File: config.mk
export PLATFORM = sky130hd
export DESIGN_NAME = skeeball_score
export DESIGN_NICKNAME = d
export VERILOG_FILES = /design/src/rtl/skeeball_pkg.sv /design/src/rtl/skeeball_sync_edge.sv /design/src/rtl/skeeball_score.sv
export SDC_FILE = /design/constraint.sdc
export NUM_CORES = 1
export LEC_CHECK = 0
export ABC_AREA = 1
export BUFFER_PORTS_ARGS = -buffer_cell sky130_fd_sc_hd__buf_4
export CAP_MARGIN = 20
export CORE_MARGIN = 2
export CORE_UTILIZATION = 25
export CTS_CLUSTER_SIZE = 16
export DETAILED_ROUTE_END_ITERATION = 10
export GPL_TIMING_DRIVEN = 0
export SLEW_MARGIN = 0
export SYNTH_ARGS = -nofsm -noshare
export SYNTH_HDL_FRONTEND = slang
export SYNTH_HIERARCHICAL = 1
export SYNTH_SLANG_ARGS = --single-unit
File: constraint.sdc
create_clock -name clk -period 2.9 [get_ports clk]
set_clock_uncertainty 0.15 [all_clocks]
set_input_delay 0.29 -clock clk [delete_from_list [all_inputs] [get_ports clk]]
set_output_delay 0.29 -clock clk [all_outputs]
set_load 0.01 [all_outputs]
File: src/rtl/skeeball_pkg.sv
// Shared constants for the skee-ball scoring block: widths and hole values.
package skeeball_pkg;

  localparam int SCORE_W   = 10;           // score, lastScore, highScore
  localparam int BALLS_W   = 4;            // ballsLeft
  localparam int SUM_W     = SCORE_W + 1;  // headroom so saturation never wraps
  localparam int NUM_HOLES = 6;

  // Point value of each hole sensor, bit0..bit5.
  localparam logic [SCORE_W-1:0] HOLE0_PTS = 10'd10;
  localparam logic [SCORE_W-1:0] HOLE1_PTS = 10'd20;
  localparam logic [SCORE_W-1:0] HOLE2_PTS = 10'd30;
  localparam logic [SCORE_W-1:0] HOLE3_PTS = 10'd40;
  localparam logic [SCORE_W-1:0] HOLE4_PTS = 10'd50;
  localparam logic [SCORE_W-1:0] HOLE5_PTS = 10'd100;

endpackage

File: src/rtl/skeeball_sync_edge.sv
// One hole sensor: two-flop synchronizer followed by a rising-edge pulse.
// The pulse is high for one cycle, two clocks after the sensor rises, so
// the score register picks it up on the third clock.
module skeeball_sync_edge (
  input  logic clk,
  input  logic rst,
  input  logic din,
  output logic rise
);

  logic meta;
  logic sync;
  logic prev;

  // Synchronize the raw sensor and keep one delayed copy for edge detection.
  // NOTE: sequential state uses non-blocking assignments so every flop
  // samples the pre-edge value of its neighbour, giving a true shift chain.
  always_ff @(posedge clk or posedge rst) begin
    if (rst) begin
      meta <= 1'b0;
      sync <= 1'b0;
      prev <= 1'b0;
    end else begin
      meta <= din;
      sync <= meta;
      prev <= sync;
    end
  end

  assign rise = sync & ~prev;

endmodule

File: src/rtl/skeeball_score.sv
// Skee-ball score keeper: synchronizes hole sensors, credits one ball per
// detected hit with the highest-value hole, saturates the score, counts balls
// down, pulses gameOver once at the end of a game and tracks last/high score.
module skeeball_score
  import skeeball_pkg::*;
#(
  parameter int NUM_BALLS = 9,
  parameter int MAX_SCORE = 990
) (
  input  logic               clk,
  input  logic               rst,
  input  logic               menuState,
  input  logic               playingState,
  input  logic               finishState,
  input  logic               scoreState,
  input  logic [5:0]         holeHit,
  output logic [SCORE_W-1:0] score,
  output logic [BALLS_W-1:0] ballsLeft,
  output logic [SCORE_W-1:0] lastScore,
  output logic [SCORE_W-1:0] highScore,
  output logic               newHigh,
  output logic               gameOver
);

  localparam logic [BALLS_W-1:0] BALLS_INIT  = BALLS_W'(NUM_BALLS);
  localparam logic [BALLS_W-1:0] ONE_BALL    = BALLS_W'(1);
  localparam logic [SUM_W-1:0]   MAX_SUM     = SUM_W'(MAX_SCORE);
  localparam logic [SCORE_W-1:0] MAX_SCORE_V = SCORE_W'(MAX_SCORE);

  logic [NUM_HOLES-1:0] hole_rise;
  logic                 menu_q;
  logic                 finish_q;
  logic                 menu_rise;
  logic                 finish_rise;
  logic [SCORE_W-1:0]   hit_val;
  logic [SUM_W-1:0]     sum;
  logic [SCORE_W-1:0]   next_score;
  logic                 accept;
  logic                 go_pending;

  for (genvar i = 0; i < NUM_HOLES; i++) begin : g_sync
    skeeball_sync_edge u_sync (
      .clk  (clk),
      .rst  (rst),
      .din  (holeHit[i]),
      .rise (hole_rise[i])
    );
  end

  // Previous-cycle copies of the menu and finish states for edge detection.
  always_ff @(posedge clk or posedge rst) begin
    if (rst) begin
      menu_q   <= 1'b0;
      finish_q <= 1'b0;
    end else begin
      menu_q   <= menuState;
      finish_q <= finishState;
    end
  end

  assign menu_rise   = menuState & ~menu_q;
  assign finish_rise = finishState & ~finish_q;

  // Several holes in one cycle are one ball: credit the highest-value hole.
  // NOTE: the default before the if-chain keeps this purely combinational;
  // without it a cycle with no hit would have to remember hit_val (a latch).
  always_comb begin
    hit_val = '0;
    if      (hole_rise[5]) hit_val = HOLE5_PTS;
    else if (hole_rise[4]) hit_val = HOLE4_PTS;
    else if (hole_rise[3]) hit_val = HOLE3_PTS;
    else if (hole_rise[2]) hit_val = HOLE2_PTS;
    else if (hole_rise[1]) hit_val = HOLE1_PTS;
    else if (hole_rise[0]) hit_val = HOLE0_PTS;
  end

  // Score display freezes everything even if state decode ever overlaps.
  assign accept     = playingState & ~scoreState & (ballsLeft != '0) & (|hole_rise);
  assign sum        = {1'b0, score} + {1'b0, hit_val};
  assign next_score = (sum > MAX_SUM) ? MAX_SCORE_V : sum[SCORE_W-1:0];

  // Game bookkeeping: new game, ball scoring, end-of-game pulse, results.
  always_ff @(posedge clk or posedge rst) begin
    if (rst) begin
      score      <= '0;
      ballsLeft  <= BALLS_INIT;
      lastScore  <= '0;
      highScore  <= '0;
      newHigh    <= 1'b0;
      gameOver   <= 1'b0;
      go_pending <= 1'b0;
    end else begin
      // The last ball sets go_pending; gameOver follows one cycle later and
      // only while still playing, so it can fire at most once per game.
      go_pending <= 1'b0;
      gameOver   <= go_pending & playingState;
      if (menu_rise) begin
        score     <= '0;
        ballsLeft <= BALLS_INIT;
        newHigh   <= 1'b0;
      end else if (accept) begin
        score      <= next_score;
        ballsLeft  <= ballsLeft - ONE_BALL;
        go_pending <= (ballsLeft == ONE_BALL);
      end
      if (finish_rise) begin
        lastScore <= score;
        if (score > highScore) begin
          highScore <= score;
          newHigh   <= 1'b1;
        end else begin
          newHigh   <= 1'b0;
        end
      end
    end
  end

endmodule

==> qor.csv <==
stage;metric;value;unit
status;outcome;complete, no violations;
yosys;synth-seq-cells;54;
timing;fin_hold_ws;0.02141;ns
grt;busiest_layer;met2;
setup_path;worst_ep_arrival_time;2.70;ns
cts;path_clk_slew;0.10;ns
floorplan;initial_core_util;25.43;%
yosys;yosysWarningCount;6;
grt;grt_max_degree;23;
grt;grt_use_met3;3.195;%
finish;drive_gt1_share;21.90;%
cts;cts_root_buffer;clkbuf_8;
yosys;synthArstFlopShare;100.0;%
grt;antenna_found_initial;0;
timing;tightest_slew;0.8334;ns
finish;fillerInstances;1144;
yosys;ys_types;36;
cts;clock-sinks;54;
cts;htree_levels;2;
grt;grt_pass1_wl;9349;um
yosys;synth_ff_type;dfrtp_1;
timing;fin_crit_sh;89.62;%
route;via_count;2117;
finish;num_antenna_cells;0;
setup_path;worstSetupPathType;register to register;
route;ant_nets;0;
floorplan;fp.dieW;108.6;um
setup_path;worst_ep_required_time;3.00;ns
setup_path;cp_max_fo;7;
setup_path;r2r-start;g_sync[1].u_sync/prev$_DFF_PP0_;
floorplan;core;10750;um^2
pwr;power_leakage;1.821;nW
grt;met1_usage;13.00;%
yosys;yosysTopAreaCell;dfrtp_1;
grt;grt_usage;10.06;%
setup_path;worstSetupEndpoint;score[4]$_DFFE_PP0P_;
finish;ff_latch_area;1354;um^2
yosys;synth_enable_flop_cells;0;
setup_path;start_kind;register;
worst_hold_path;hp-class;input port to register;
route;drt_iter0_drc;64;
yosys;synth_compound_area_share;8.700;%
timing;period_needed;2.599;ns
cts;cts_buffers;5;
setup_path;worstReg2RegEnd;score[4]$_DFFE_PP0P_;
yosys;synth_commonest_cells;nand2_1, inv_1, dfrtp_1;
timing;fmax;384.8;MHz
setup_path;rr_worst_depth;19;
route;drc;0;
timing;fin_ws;0.3010;ns
yosys;post-synth-top-count-cell;nand2_1;
cts;clockBufferDepth;2;
place;gp_congestion;0.7507;
finish;multi_input_area;1141;um^2
timing;finalSetupViolCount;0;
setup_path;crit_start;g_sync[1].u_sync/prev$_DFF_PP0_;
floorplan;io_pins;48;
finish;finalNonFillerCells;519;
grt;grt_util_met2;15.98;%
yosys;ys_seq_area_share;49.54;%
pwr;power_density;716.1;nW/um^2
yosys;synth.avg_cell_area;8.675;um^2
grt;grt_overflow_total;0;
yosys;syn_area;2733;um^2
setup_path;end_kind;register;
cts;cts_tree;yes;
place;place_ws;0.2463;ns
timing;slew_headroom;44.38;%
yosys;synthAdderAreaFrac;8.974;%
route;wl_per_cell;10.71;um
finish;area_delta_synth_final;27.43;%
yosys;synthSimpleGateAreaFrac;22.21;%
route;drt_wl_total;5560;um
yosys;synth_area_leaders;dfrtp_1, nand2_1, ha_1, inv_1, nand3_1;
flow_run;maxCapViolCount;0;
cts;clk_latency;0.31;ns
yosys;muxShareOfSynthArea;0;%
pwr;power;2.493;mW
yosys;synthXorXnorAreaFrac;0.9615;%
yosys;synth_top_family_by_area;simple AND/OR/NAND/NOR gates;
yosys;synth_cells;315;
floorplan;die_h;108.6;um
place;dp_hpwl;4526;um
place;dp_cells;502;
cts;postCtsSetupRepairBufs;0;
grt;grt_pass1_vias;2027;
route;detail_route.first_pass.iterations;4;
floorplan;rows;38;
yosys;synthDominantCellAreaShare;47.62;%
floorplan;die_area;11780;um^2
route;via_per_inst;4.079;
place;port_buffers;44;
setup_path;rrSetupSlack;0.30;ns
timing;slew_violations;0;
finish;final_nets;409;
pwr;ir_worst_vdd;0.2743;mV
timing;hold_viol;0;
flip-flops by register name, indices dropped and copies added (netlist names):
register / flops
g_sync.u_sync/sync: 6
g_sync.u_sync/prev: 6
menu_q: 1
gameOver: 1
newHigh: 1
score: 9
finish_q: 1
highScore: 9
lastScore: 9
go_pending: 1
ballsLeft: 4
g_sync.u_sync/meta: 6
cell usage in the layout, fill, tap and decap left out, types with 2 or more instances in the layout:
cell,count
nor2_1,14
inv_1,55
conb_1,3
nand2_1,78
o21a_1,2
a21oi_1,6
xnor2_1,2
ha_1,18
inv_2,3
dfrtp_1,52
nor3_2,2
a21oi_2,3
dfstp_2,2
nand2_2,3
nand4_1,2
nor2_4,2
o21ai_0,13
nor2_2,6
buf_4,48
clkinv_1,2
clkbuf_8,5
dlygate4sd3_1,9
nand3_1,21
o21ai_1,10
power by group:
| group | internal (mW) | total (mW) | switching (mW) | leakage [nW] |
|---|---|---|---|---|
| registers | 0.890 | 1.01 | 0.120 | 0.688 |
| clock network | 0.263 | 0.517 | 0.254 | 0.0563 |
| logic | 0.423 | 0.965 | 0.543 | 1.08 |
routing by layer:
layer | vias up | share of wire (%)
met5 | - | 0
met4 | 0 | 0.95
li1 | 1103 | -
met1 | 966 | 46
met2 | 42 | 47
met3 | 6 | 5.7
metrics by stage:
stage | instance area (um^2) | utilization (%) | setup TNS (ns)
finish | 3482 | 32.41 | 0
CTS | 3468 | 32.28 | 0
detailed placement | 3261 | 30.34 | 0
global route | 3482 | 32.41 | -0.008621
floorplan | 2740 | - | 0
global placement | 3246 | 30.20 | 0
cell families after synthesis:
family,Yosys count
simple gates,134
other cells,1
flops,54
compound gates,39
buf+inv,65
fa+ha+maj,19
xor+xnor,3
how the worst min path moves through the flow:
stage	slack [ns]	endpoint	startpoint	depth (start not counted)
global placement	0.06	g_sync[0].u_sync/sync$_DFF_PP0_	rst	2
global route	0.008	gameOver$_DFF_PP0_	playingState	3
floorplan	-0.11	g_sync[0].u_sync/meta$_DFF_PP0_	rst	1
CTS	0.009	gameOver$_DFF_PP0_	playingState	3
detailed placement	0.07	g_sync[1].u_sync/meta$_DFF_PP0_	rst	2
finish	0.02	gameOver$_DFF_PP0_	playingState	3
cell type report:
type	count	share of cell area (%)
inverter	60	6.468
timing repair buffer	54	12.50
buffer	5	0.9702
clock inverter	3	1.401
multi-input combinational	198	32.77
sequential	54	38.88
tap	140	5.031
clock buffer	5	1.976
critical path: stages (launching register included):
cell,delay [ns]
dfrtp_1,0.41
nor2_4,0.12
inv_1,0.06
a21oi_2,0.16
nor2_1,0.06
nor2_1,0.08
nor2_1,0.05
ha_1,0.21
fa_2,0.36
nand2_2,0.10
nand2_1,0.05
nand3_1,0.09
nand2_1,0.06
nand2_1,0.06
nand2_1,0.10
nor2_4,0.14
nand3_4,0.10
nand3_1,0.09
nand2_1,0.06
nand2_1,0.05
what timing repair did:
item,in CTS,in global routing
hold endpoints to repair,26,0
resized for setup,0,4
endpoints found under the setup margin,0,7
hold buffers,9,0
No activity file was read; power rests on OpenSTA's default activity.
